$ cat src/rtl/match_engine_if.sv
// Ball/score/LED signal bundle of the match engine.
// The engine takes the slave view and the field/host side takes the master view.
interface match_engine_if #(
  parameter int COORD_W = 10,
  parameter int SCORE_W = 8
);
  logic               start;
  logic               pause;
  logic [COORD_W-1:0] BallX;
  logic [COORD_W-1:0] BallY;
  logic [SCORE_W-1:0] score1;
  logic [SCORE_W-1:0] score2;
  logic               resetfieldsig;
  logic               goal_pulse;
  logic [1:0]         winner;
  logic               game_over;
  logic [7:0]         greenLeds;
  logic [17:0]        redLeds;

  modport master (
    output start, pause, BallX, BallY,
    input  score1, score2, resetfieldsig, goal_pulse, winner, game_over,
           greenLeds, redLeds
  );

  modport slave (
    input  start, pause, BallX, BallY,
    output score1, score2, resetfieldsig, goal_pulse, winner, game_over,
           greenLeds, redLeds
  );
endinterface

$ cat src/rtl/match_engine.sv
// Goal detection, scoring and match control for the two-player soccer field.
// Define SCORE_BCD_EN for packed two-digit BCD scores (SCORE_W must then be 8).
module match_engine #(
  parameter int COORD_W          = 10,
  parameter int SCORE_W          = 8,
  parameter int WIN_SCORE        = 10,
  parameter int GOAL_Y_MIN       = 209,
  parameter int GOAL_Y_MAX       = 271,
  parameter int LEFT_GOAL_X_MAX  = 30,
  parameter int RIGHT_GOAL_X_MIN = 609,
  parameter int FIELD_X_MAX      = 639,
  parameter int GOAL_CONFIRM     = 2,
  parameter int RESET_HOLD       = 4,
  parameter int BLINK_W          = 26
) (
  input  logic          Clk,
  input  logic          Reset,
  match_engine_if.slave bus
);

  typedef enum logic [2:0] {
    S_IDLE,
    S_KICKOFF,
    S_PLAY,
    S_GOAL_HOLD,
    S_AWARD,
    S_RESUME,
    S_GAME_OVER
  } state_e;

  typedef enum logic [1:0] {REG_NONE, REG_LEFT, REG_RIGHT} region_e;

  typedef enum logic [1:0] {
    WIN_NONE = 2'b00,
    WIN_P1   = 2'b01,
    WIN_P2   = 2'b10
  } winner_e;

  localparam logic [COORD_W-1:0] Y_MIN     = COORD_W'(GOAL_Y_MIN);
  localparam logic [COORD_W-1:0] Y_MAX     = COORD_W'(GOAL_Y_MAX);
  localparam logic [COORD_W-1:0] LX_MAX    = COORD_W'(LEFT_GOAL_X_MAX);
  localparam logic [COORD_W-1:0] RX_MIN    = COORD_W'(RIGHT_GOAL_X_MIN);
  localparam logic [COORD_W-1:0] FX_MAX    = COORD_W'(FIELD_X_MAX);
  localparam logic [3:0]         CONFIRM   = 4'(GOAL_CONFIRM);
  localparam logic [7:0]         HOLD_LAST = 8'(RESET_HOLD - 1);

`ifdef SCORE_BCD_EN
  if (SCORE_W != 8) begin : g_bcd_width_check
    $error("match_engine: SCORE_BCD_EN requires SCORE_W == 8");
  end
  localparam bit                 WIN_OK   = (WIN_SCORE >= 1) && (WIN_SCORE <= 99);
  localparam logic [SCORE_W-1:0] WIN_CODE = SCORE_W'({4'(WIN_SCORE / 10), 4'(WIN_SCORE % 10)});
`else
  localparam bit                 WIN_OK   = (WIN_SCORE >= 1) && ((WIN_SCORE >> SCORE_W) == 0);
  localparam logic [SCORE_W-1:0] WIN_CODE = SCORE_W'(WIN_SCORE);
`endif

  // Saturating increment: never wraps past the largest representable score.
  function automatic logic [SCORE_W-1:0] sat_inc(input logic [SCORE_W-1:0] s);
`ifdef SCORE_BCD_EN
    if (s == 8'h99)       return s;
    if (s[3:0] == 4'd9)   return {s[7:4] + 4'd1, 4'd0};
    return {s[7:4], s[3:0] + 4'd1};
`else
    if (&s) return s;
    return s + SCORE_W'(1);
`endif
  endfunction

  state_e               state_q, state_d;
  region_e              region_q, region_d;
  winner_e              winner_q, winner_d;
  logic [SCORE_W-1:0]   score1_q, score1_d;
  logic [SCORE_W-1:0]   score2_q, score2_d;
  logic [3:0]           cnt_q, cnt_d;
  logic [7:0]           hold_q, hold_d;
  logic [BLINK_W-1:0]   blink_q, blink_d;
  logic                 goal_pulse_q, goal_pulse_d;
  logic                 led_on_q, led_on_d;

  logic                 y_in_mouth, in_left, in_right;
  region_e              region_now;
  logic [3:0]           cnt_inc;
  logic [SCORE_W-1:0]   award_score;

  assign y_in_mouth = (bus.BallY >= Y_MIN) && (bus.BallY <= Y_MAX);
  assign in_left    = y_in_mouth && (bus.BallX <= LX_MAX);
  assign in_right   = y_in_mouth && (bus.BallX >= RX_MIN) && (bus.BallX <= FX_MAX);
  assign region_now = in_left ? REG_LEFT : (in_right ? REG_RIGHT : REG_NONE);

  // A region change restarts the run with this cycle as its first in-region cycle.
  assign cnt_inc     = (region_now == region_q) ? cnt_q + 4'd1 : 4'd1;
  // During GOAL_HOLD/AWARD region_q remembers where the ball went in: left goal scores for player 2.
  assign award_score = sat_inc((region_q == REG_LEFT) ? score2_q : score1_q);

  // NOTE: every signal written here gets a default first, so no path leaves it unassigned and no latch is inferred.
  always_comb begin
    state_d      = state_q;
    region_d     = region_q;
    winner_d     = winner_q;
    score1_d     = score1_q;
    score2_d     = score2_q;
    cnt_d        = cnt_q;
    hold_d       = hold_q;
    goal_pulse_d = 1'b0;
    blink_d      = blink_q + BLINK_W'(1);

    unique case (state_q)
      S_IDLE: begin
        if (bus.start) state_d = S_KICKOFF;
      end

      S_KICKOFF: begin
        score1_d = '0;
        score2_d = '0;
        winner_d = WIN_NONE;
        cnt_d    = '0;
        region_d = REG_NONE;
        state_d  = S_PLAY;
      end

      S_PLAY: begin
        if (!bus.pause) begin
          if (region_now == REG_NONE) begin
            cnt_d    = '0;
            region_d = REG_NONE;
          end else begin
            region_d = region_now;
            if (cnt_inc >= CONFIRM) begin
              cnt_d   = '0;
              hold_d  = '0;
              state_d = S_GOAL_HOLD;
            end else begin
              cnt_d = cnt_inc;
            end
          end
        end
      end

      S_GOAL_HOLD: begin
        if (hold_q == HOLD_LAST) state_d = S_AWARD;
        else                     hold_d  = hold_q + 8'd1;
      end

      S_AWARD: begin
        goal_pulse_d = 1'b1;
        if (region_q == REG_LEFT) score2_d = award_score;
        else                      score1_d = award_score;
        if (WIN_OK && (award_score == WIN_CODE)) begin
          winner_d = (region_q == REG_LEFT) ? WIN_P2 : WIN_P1;
          state_d  = S_GAME_OVER;
        end else begin
          state_d = S_RESUME;
        end
      end

      // Play restarts only once the ball is clear of both goal mouths.
      S_RESUME: begin
        if (!in_left && !in_right) begin
          cnt_d    = '0;
          region_d = REG_NONE;
          state_d  = S_PLAY;
        end
      end

      S_GAME_OVER: begin
        if (bus.start) state_d = S_KICKOFF;
      end

      default: state_d = S_IDLE;
    endcase
  end

  assign led_on_d = (state_d == S_GAME_OVER) && !blink_d[BLINK_W-1];

  // NOTE: state updates use non-blocking assignment so every flop samples pre-edge values.
  always_ff @(posedge Clk or posedge Reset) begin
    if (Reset) begin
      state_q      <= S_IDLE;
      region_q     <= REG_NONE;
      winner_q     <= WIN_NONE;
      score1_q     <= '0;
      score2_q     <= '0;
      cnt_q        <= '0;
      hold_q       <= '0;
      blink_q      <= '0;
      goal_pulse_q <= 1'b0;
      led_on_q     <= 1'b0;
    end else begin
      state_q      <= state_d;
      region_q     <= region_d;
      winner_q     <= winner_d;
      score1_q     <= score1_d;
      score2_q     <= score2_d;
      cnt_q        <= cnt_d;
      hold_q       <= hold_d;
      blink_q      <= blink_d;
      goal_pulse_q <= goal_pulse_d;
      led_on_q     <= led_on_d;
    end
  end

  assign bus.score1        = score1_q;
  assign bus.score2        = score2_q;
  assign bus.winner        = winner_q;
  assign bus.goal_pulse    = goal_pulse_q;
  assign bus.resetfieldsig = (state_q == S_KICKOFF) || (state_q == S_GOAL_HOLD);
  assign bus.game_over     = (state_q == S_GAME_OVER);
  assign bus.greenLeds     = {8{led_on_q}};
  assign bus.redLeds       = {18{led_on_q}};

endmodule

$ cat src/flat_wrapper.sv
// flat-port wrapper written by rule: the top's interface ports become plain ports
module match_engine_flat 
#(
  parameter int COORD_W          = 10,
  parameter int SCORE_W          = 8,
  parameter int WIN_SCORE        = 10,
  parameter int GOAL_Y_MIN       = 209,
  parameter int GOAL_Y_MAX       = 271,
  parameter int LEFT_GOAL_X_MAX  = 30,
  parameter int RIGHT_GOAL_X_MIN = 609,
  parameter int FIELD_X_MAX      = 639,
  parameter int GOAL_CONFIRM     = 2,
  parameter int RESET_HOLD       = 4,
  parameter int BLINK_W          = 26
)
  (Clk, Reset, bus_start, bus_pause, bus_BallX, bus_BallY, bus_score1, bus_score2, bus_resetfieldsig, bus_goal_pulse, bus_winner, bus_game_over, bus_greenLeds, bus_redLeds);
  match_engine_if #(.COORD_W(COORD_W), .SCORE_W(SCORE_W)) bus_i ();
  input  logic Clk;
  input  logic Reset;
  input wire logic [$bits(bus_i.start)-1:0] bus_start;
  input wire logic [$bits(bus_i.pause)-1:0] bus_pause;
  input wire logic [$bits(bus_i.BallX)-1:0] bus_BallX;
  input wire logic [$bits(bus_i.BallY)-1:0] bus_BallY;
  output wire logic [$bits(bus_i.score1)-1:0] bus_score1;
  output wire logic [$bits(bus_i.score2)-1:0] bus_score2;
  output wire logic [$bits(bus_i.resetfieldsig)-1:0] bus_resetfieldsig;
  output wire logic [$bits(bus_i.goal_pulse)-1:0] bus_goal_pulse;
  output wire logic [$bits(bus_i.winner)-1:0] bus_winner;
  output wire logic [$bits(bus_i.game_over)-1:0] bus_game_over;
  output wire logic [$bits(bus_i.greenLeds)-1:0] bus_greenLeds;
  output wire logic [$bits(bus_i.redLeds)-1:0] bus_redLeds;
  assign bus_i.start = bus_start;
  assign bus_i.pause = bus_pause;
  assign bus_i.BallX = bus_BallX;
  assign bus_i.BallY = bus_BallY;
  assign bus_score1 = bus_i.score1;
  assign bus_score2 = bus_i.score2;
  assign bus_resetfieldsig = bus_i.resetfieldsig;
  assign bus_goal_pulse = bus_i.goal_pulse;
  assign bus_winner = bus_i.winner;
  assign bus_game_over = bus_i.game_over;
  assign bus_greenLeds = bus_i.greenLeds;
  assign bus_redLeds = bus_i.redLeds;
  match_engine #(.COORD_W(COORD_W), .SCORE_W(SCORE_W), .WIN_SCORE(WIN_SCORE), .GOAL_Y_MIN(GOAL_Y_MIN), .GOAL_Y_MAX(GOAL_Y_MAX), .LEFT_GOAL_X_MAX(LEFT_GOAL_X_MAX), .RIGHT_GOAL_X_MIN(RIGHT_GOAL_X_MIN), .FIELD_X_MAX(FIELD_X_MAX), .GOAL_CONFIRM(GOAL_CONFIRM), .RESET_HOLD(RESET_HOLD), .BLINK_W(BLINK_W)) u_core (.Clk(Clk), .Reset(Reset), .bus(bus_i));
endmodule
$ cat config.mk
export PLATFORM = sky130hd
export DESIGN_NAME = match_engine_flat
export DESIGN_NICKNAME = d
export VERILOG_FILES = /design/src/rtl/match_engine_if.sv /design/src/rtl/match_engine.sv /design/src/flat_wrapper.sv
export SDC_FILE = /design/constraint.sdc
export NUM_CORES = 1
export LEC_CHECK = 0
export CORE_MARGIN = 2
export CORE_UTILIZATION = 50
export CTS_CLUSTER_DIAMETER = 80
export CTS_CLUSTER_SIZE = 12
export DETAILED_ROUTE_END_ITERATION = 7
export HOLD_SLACK_MARGIN = 0.06
export PLACE_DENSITY_LB_ADDON = 0.12
export SLEW_MARGIN = 20
export SYNTH_ARGS = -nofsm -noshare
export SYNTH_HDL_FRONTEND = slang
export SYNTH_SLANG_ARGS = --single-unit
$ cat constraint.sdc
create_clock -name Clk -period 3.33 [get_ports Clk]
set_clock_uncertainty 0.1 [all_clocks]
set_input_delay 0.333 -clock Clk [delete_from_list [all_inputs] [get_ports Clk]]
set_output_delay 0.333 -clock Clk [all_outputs]
set_load 0.02 [all_outputs]
======== After elaboration in Yosys (flattened, before gate mapping) ========
Cells that the tools add are included.
storage, ports and cells
  output and inout bits ................... 47
  input port bits ......................... 24
  register bits ........................... 63
  word-level logic and storage cells ...... 98
operators by class
  magnitude comparators ................... 6
  reduce and logical (&&, ||, !) cells .... 22
  mux-type cells .......................... 37
  add/subtract/negate cells ............... 4
  eq/ne operators ......................... 19
operators with widths
  kind                                                             count
  2-to-1 mux 8 bit                                                 9
  one-hot mux 8 bit (2 select lines)                               3
  adder 26 x 1 -> 26 bit, second input constant                    1
  2-to-1 mux 4 bit                                                 5
  2-to-1 mux 3 bit                                                 6
  one-hot mux 3 bit (6 select lines)                               1
  adder 8 x 1 -> 8 bit, second input constant                      2
  2-to-1 mux 2 bit                                                 8
  equality test 3 bit, second input constant                       4
  one-hot mux 4 bit (3 select lines)                               1
  >= comparator 10 bit, second input constant                      1
  >= comparator 10 x 8 -> 1 bit, second input constant             1
  less-or-equal comparator 10 bit, second input constant           1
  less-or-equal comparator 10 x 5 -> 1 bit, second input constant  1
  less-or-equal comparator 10 x 9 -> 1 bit, second input constant  1
  equality test 8 x 2 -> 1 bit, second input constant              1
  equality test 8 x 4 -> 1 bit, second input constant              1
  != test 2 x 1 -> 1 bit, second input constant                    4
  != test 2 bit, second input constant                             4
  AND reduction 8 bit                                              1
  equality test 3 x 2 -> 1 bit, second input constant              2
  logical AND 1 bit                                                6
  one-hot mux 2 bit (3 select lines)                               1
  AND reduction 2 bit                                              3
  16 further kinds                                                 20

======== Longest topological paths before layout ========
  depth after elaboration ................. 15
  gate-level depth with buffers ........... 13
  gate-level depth less buffers ........... 11

======== Least setup slack after synthesis ========
Ideal clock, no wire load.
  path kind ............................... reg-to-reg
  start point ............................. register u_core.region_q[1]
  end point ............................... register u_core.state_q[0]
  path slack .............................. 0.560 ns
  path buffers ............................ 1
  period minus slack after synthesis ...... 2.770 ns
  arrival time ............................ 2.531 ns
  cell stages (with the launch flop) ...... 12
  setup time .............................. 0.139 ns
  data required time ...................... 3.091 ns
  cell sequence ........................... dfrtp_1 > nor2b_1 > buf_2 > nand2_1 > nand2_1 > ha_1 > nand2_1 > mux2i_1 > o2111ai_1 > nor3_1 > a21oi_1 > or4_4
on the way
  longest elaborated chain between the ends .. 8
ends and longest elaborated chain
  item                                                                          RTL line             source
  start: declaration                                                            match_engine.sv:71   region_e region_q, region_d;
  start signal: assignment                                                      match_engine.sv:191  region_q <= region_d;
  parallel branches: the longest is 7 deep, another holds adder 8 x 1 -> 8 bit  --
  one-hot mux 3 bit (6 select lines) (*)                                        match_engine.sv:108  unique case (state_q)
  named net u_core.state_d[0]                                                   match_engine.sv:70   state_e state_q, state_d;
  end signal: assignment                                                        match_engine.sv:190  state_q <= state_d;
  end: declaration                                                              match_engine.sv:70
Mark *: on every way through the listed nets, which the timed path passes. The select of a mux whose other input is x is not followed.
A chain may end at the register's enable or synchronous reset.

======== Final worst setup path ========
Ends and elaborated chain as after synthesis.

==> reports/results.tsv <==
stage	metric	value	unit
layout	fill cell count	599	
critical_path	worst path required time	3440	ps
place	GP Congestion	0.845	
power	Sequential Power Share	45.4	%
timing	Finish-stage setup viols	0	
clock_tree	post-CTS sizing	0	
power	Pwr Density	450	nW/um2
route	DRT Wirelength	7.26	mm
layout	share of cells above drive strength 1	11.4	%
global_route	largest net degree at the start of global routing	64	
status	status	completed	
critical_path	Critical Path Start Type	register	
layout	area grow syn2layout	23.6	%
timing	FMAX	366	MHz
power	Clk pwr share	38.1	%
place	hpwl dp	5.16	mm
synth	Mapped Cells	358	
clock_tree	clock sink total	63	
global_route	GRT Residual Overflow	0	
clock_tree	total CTS buffers	9	
critical_path	CP Class	register to register	
timing	unrepaired setup endpoints after global routing	false	
clock_tree	Post-CTS Hold Fix Bufs	0	
critical_path	crit-path max FO	8	
floorplanning	core area	6870	um2
synth	Post-synth EDFFs	0	
synth	Yosys warnings	0	
power	Switch Pwr	0.000569	W
synth	syn_area_per_cell	10.0	um2
critical_path	crit path capture type	register	
synth	top_reg_cell synth	dfrtp_1	
synth	Yosys reg bits	63	
power	switching share of total power	28.6	%
route	1st-iter DRT viols	113	
route	TritonRoute pass-1 iters	4	
timing	final period utilization	82.0	%
min_path	Hold Path Class	input pin to async pin	
route	vias	2717	
clock_tree	Skew-Pair Late Insertion Delay	340	ps
clock_tree	clk buf depth	2	
global_route	global-route wire length before repair	12.4	mm
job	Max Cap Viol	0	
floorplanning	Die Span Y	88.6	um
place	port bufs	70	
floorplanning	die width	88.6	um
timing	Slew headroom	50.7	%
floorplanning	num ports	71	
clock_tree	root buffer cell	clkbuf_8	
route	DRC Markers	0	
timing	Hold Violations, Final	0	
power	maximum VDD drop	0.262	mV
floorplanning	Initial Util	52.1	%
route	Via density	5.34	
synth	number of library cell types mapped by synthesis	52	
power	Power Internal	0.00142	W
timing	worst slew pin tran	736	ps
layout	fin util	64.4	%
synth	syn nets	386	
power	leak pwr	1.87	nW
timing	Slew Viols, Final	0	
layout	# diodes	0	
layout	most frequent cells in the layout	clkdlybuf4s50_1 (70), dfrtp_1 (63), nand2_1 (42)	
synth	asr flop ratio synth	100	%
timing	Worst Hold Slack	271	ps
layout	most common cell after layout, fill and taps aside	clkdlybuf4s50_1	
clock_tree	CTS tree	yes	
global_route	vias in the first global route	2672	
route	detailed-route wire length per cell	14.3	um
global_route	GRT Total Usage	20.5	%
floorplanning	die area	7850	um2
power	overall power	0.00199	W
clock_tree	post-CTS setup buffers	0	
synth	register area share after synthesis	44.0	%
global_route	initial antenna violation count	0	
power	combinational share of power	16.5	%
synth	Post-Syn Area	3580	um2
timing	fin crit period	2730	ps
clock_tree	H-Tree Depth	3	
timing	setup total negative slack	0	ps
route	Routed Antenna Nets	0	
layout	nets@finish	436	
floorplanning	Placement Rows	30	
critical_path	WP data arrival	2850	ps
clock_tree	CTS clk-pin slew, worst paths	80	ps
[cell families (layout without fill, tap and decap cells)]
logic type                 Yosys count  in the layout  synth area share (%)
adders and majority gates            4              4                  1.40
DFF                                 63             63                  44.0
and+or+nand+nor                    138            138                  19.5
xor gates and xnor gates            33             33                  8.07
AOI/OAI and AO/OA                   47             47                  9.89
buffers and inverters               43             98                  7.76
muxes                               30             30                  9.30
[metrics by stage]
stage	cell area, um2	setup WS, ps	std cells
after floorplan	3580	560	358
after detailed placement	4200	492	493
final	4430	598	509
after global routing	4430	346	509
after CTS	4430	601	509
after global placement	4200	522	493
[cells in the mapped netlist (7+ instances only)]
| master | number | area share (%) |
|---|---|---|
| dfrtp_1 | 63 | 44 |
| nand2_1 | 42 | 4.4 |
| nor2_1 | 27 | 2.8 |
| buf_4 | 26 | 5.5 |
| xnor2_1 | 22 | 5.4 |
| mux2_2 | 16 | 5.0 |
| nand3_1 | 15 | 2.1 |
| mux2i_1 | 11 | 3.1 |
| o21ai_0 | 11 | 1.5 |
| xor2_1 | 11 | 2.7 |
| a21oi_1 | 9 | 1.3 |
| nand4_1 | 9 | 1.6 |
| and3_1 | 8 | 1.4 |
| inv_1 | 8 | 0.84 |
| and2_1 | 7 | 1.2 |
| nor3_1 | 7 | 0.98 |
[final cells by class]
| type | count | area (um2) | share of cell area [%] |
|---|---|---|---|
| clock inverters | 6 | 92.6 | 2.09 |
| repair buffers | 74 | 743 | 16.8 |
| flip-flops and latches | 63 | 1580 | 35.6 |
| inverters | 8 | 30.0 | 0.679 |
| multi-input cells | 252 | 1730 | 39.0 |
| clock buffers | 10 | 138 | 3.11 |
| well taps | 96 | 120 | 2.71 |
[path summary, 6_finish.rpt]
path | slack [ps] | to | cells after the start | startpoint
worst max-delay path | 600 | u_core.state_q[0] | 10 | u_core.region_q[1]
worst min-delay path | 270 | u_core.blink_q[23] | 3 | Reset
worst max register to register | 600 | u_core.state_q[0] | 10 | u_core.region_q[1]
worst min register to register | 360 | u_core.blink_q[20] | 1 | u_core.blink_q[20]
max in group asynchronous | 2600 | u_core.blink_q[25] | 3 | Reset
min in group Clk | 360 | u_core.blink_q[20] | 1 | u_core.blink_q[20]
[power groups by stage]
stage	clock network (W)	registers (W)	logic, W
detailed placement	0	0.000918	0.000330
CTS	0.000775	0.000902	0.000332
floorplan	0	0.000887	0.000253
finish	0.000757	0.000904	0.000329
global route	0.000809	0.000914	0.000374
global placement	0	0.000915	0.000328
[sequential cells by signal (all words and copies together), names as in the netlist]
| signal | count |
|---|---|
| u_core.blink_q | 26 |
| u_core.bus.goal_pulse | 1 |
| u_core.state_q | 3 |
| u_core.bus.score2 | 8 |
| u_core.bus.score1 | 8 |
| u_core.hold_q | 8 |
| u_core.led_on_q | 1 |
| u_core.cnt_q | 4 |
| u_core.bus.winner | 2 |
| u_core.region_q | 2 |
[metal layers]
| metal | vias to the layer above | share of wire (%) | GRT usage, % |
|---|---|---|---|
| met5 | - | 0 | 0 |
| met4 | 0 | 1.3 | 8.54 |
| li1 | 1334 | - | - |
| met2 | 74 | 47 | 32.9 |
| met3 | 11 | 4.6 | 4.01 |
| met1 | 1298 | 47 | 27.2 |
[critical path: stages, from the launching register on]
cell	delay [ps]
dfrtp_1	410
nand2b_1	220
mux2_4	260
ha_1	280
nand2_1	80
mux2i_1	140
buf_4	180
o2111ai_1	200
nor3_1	220
a21oi_1	100
or4_4	420
(Power assumes the default switching activity.)
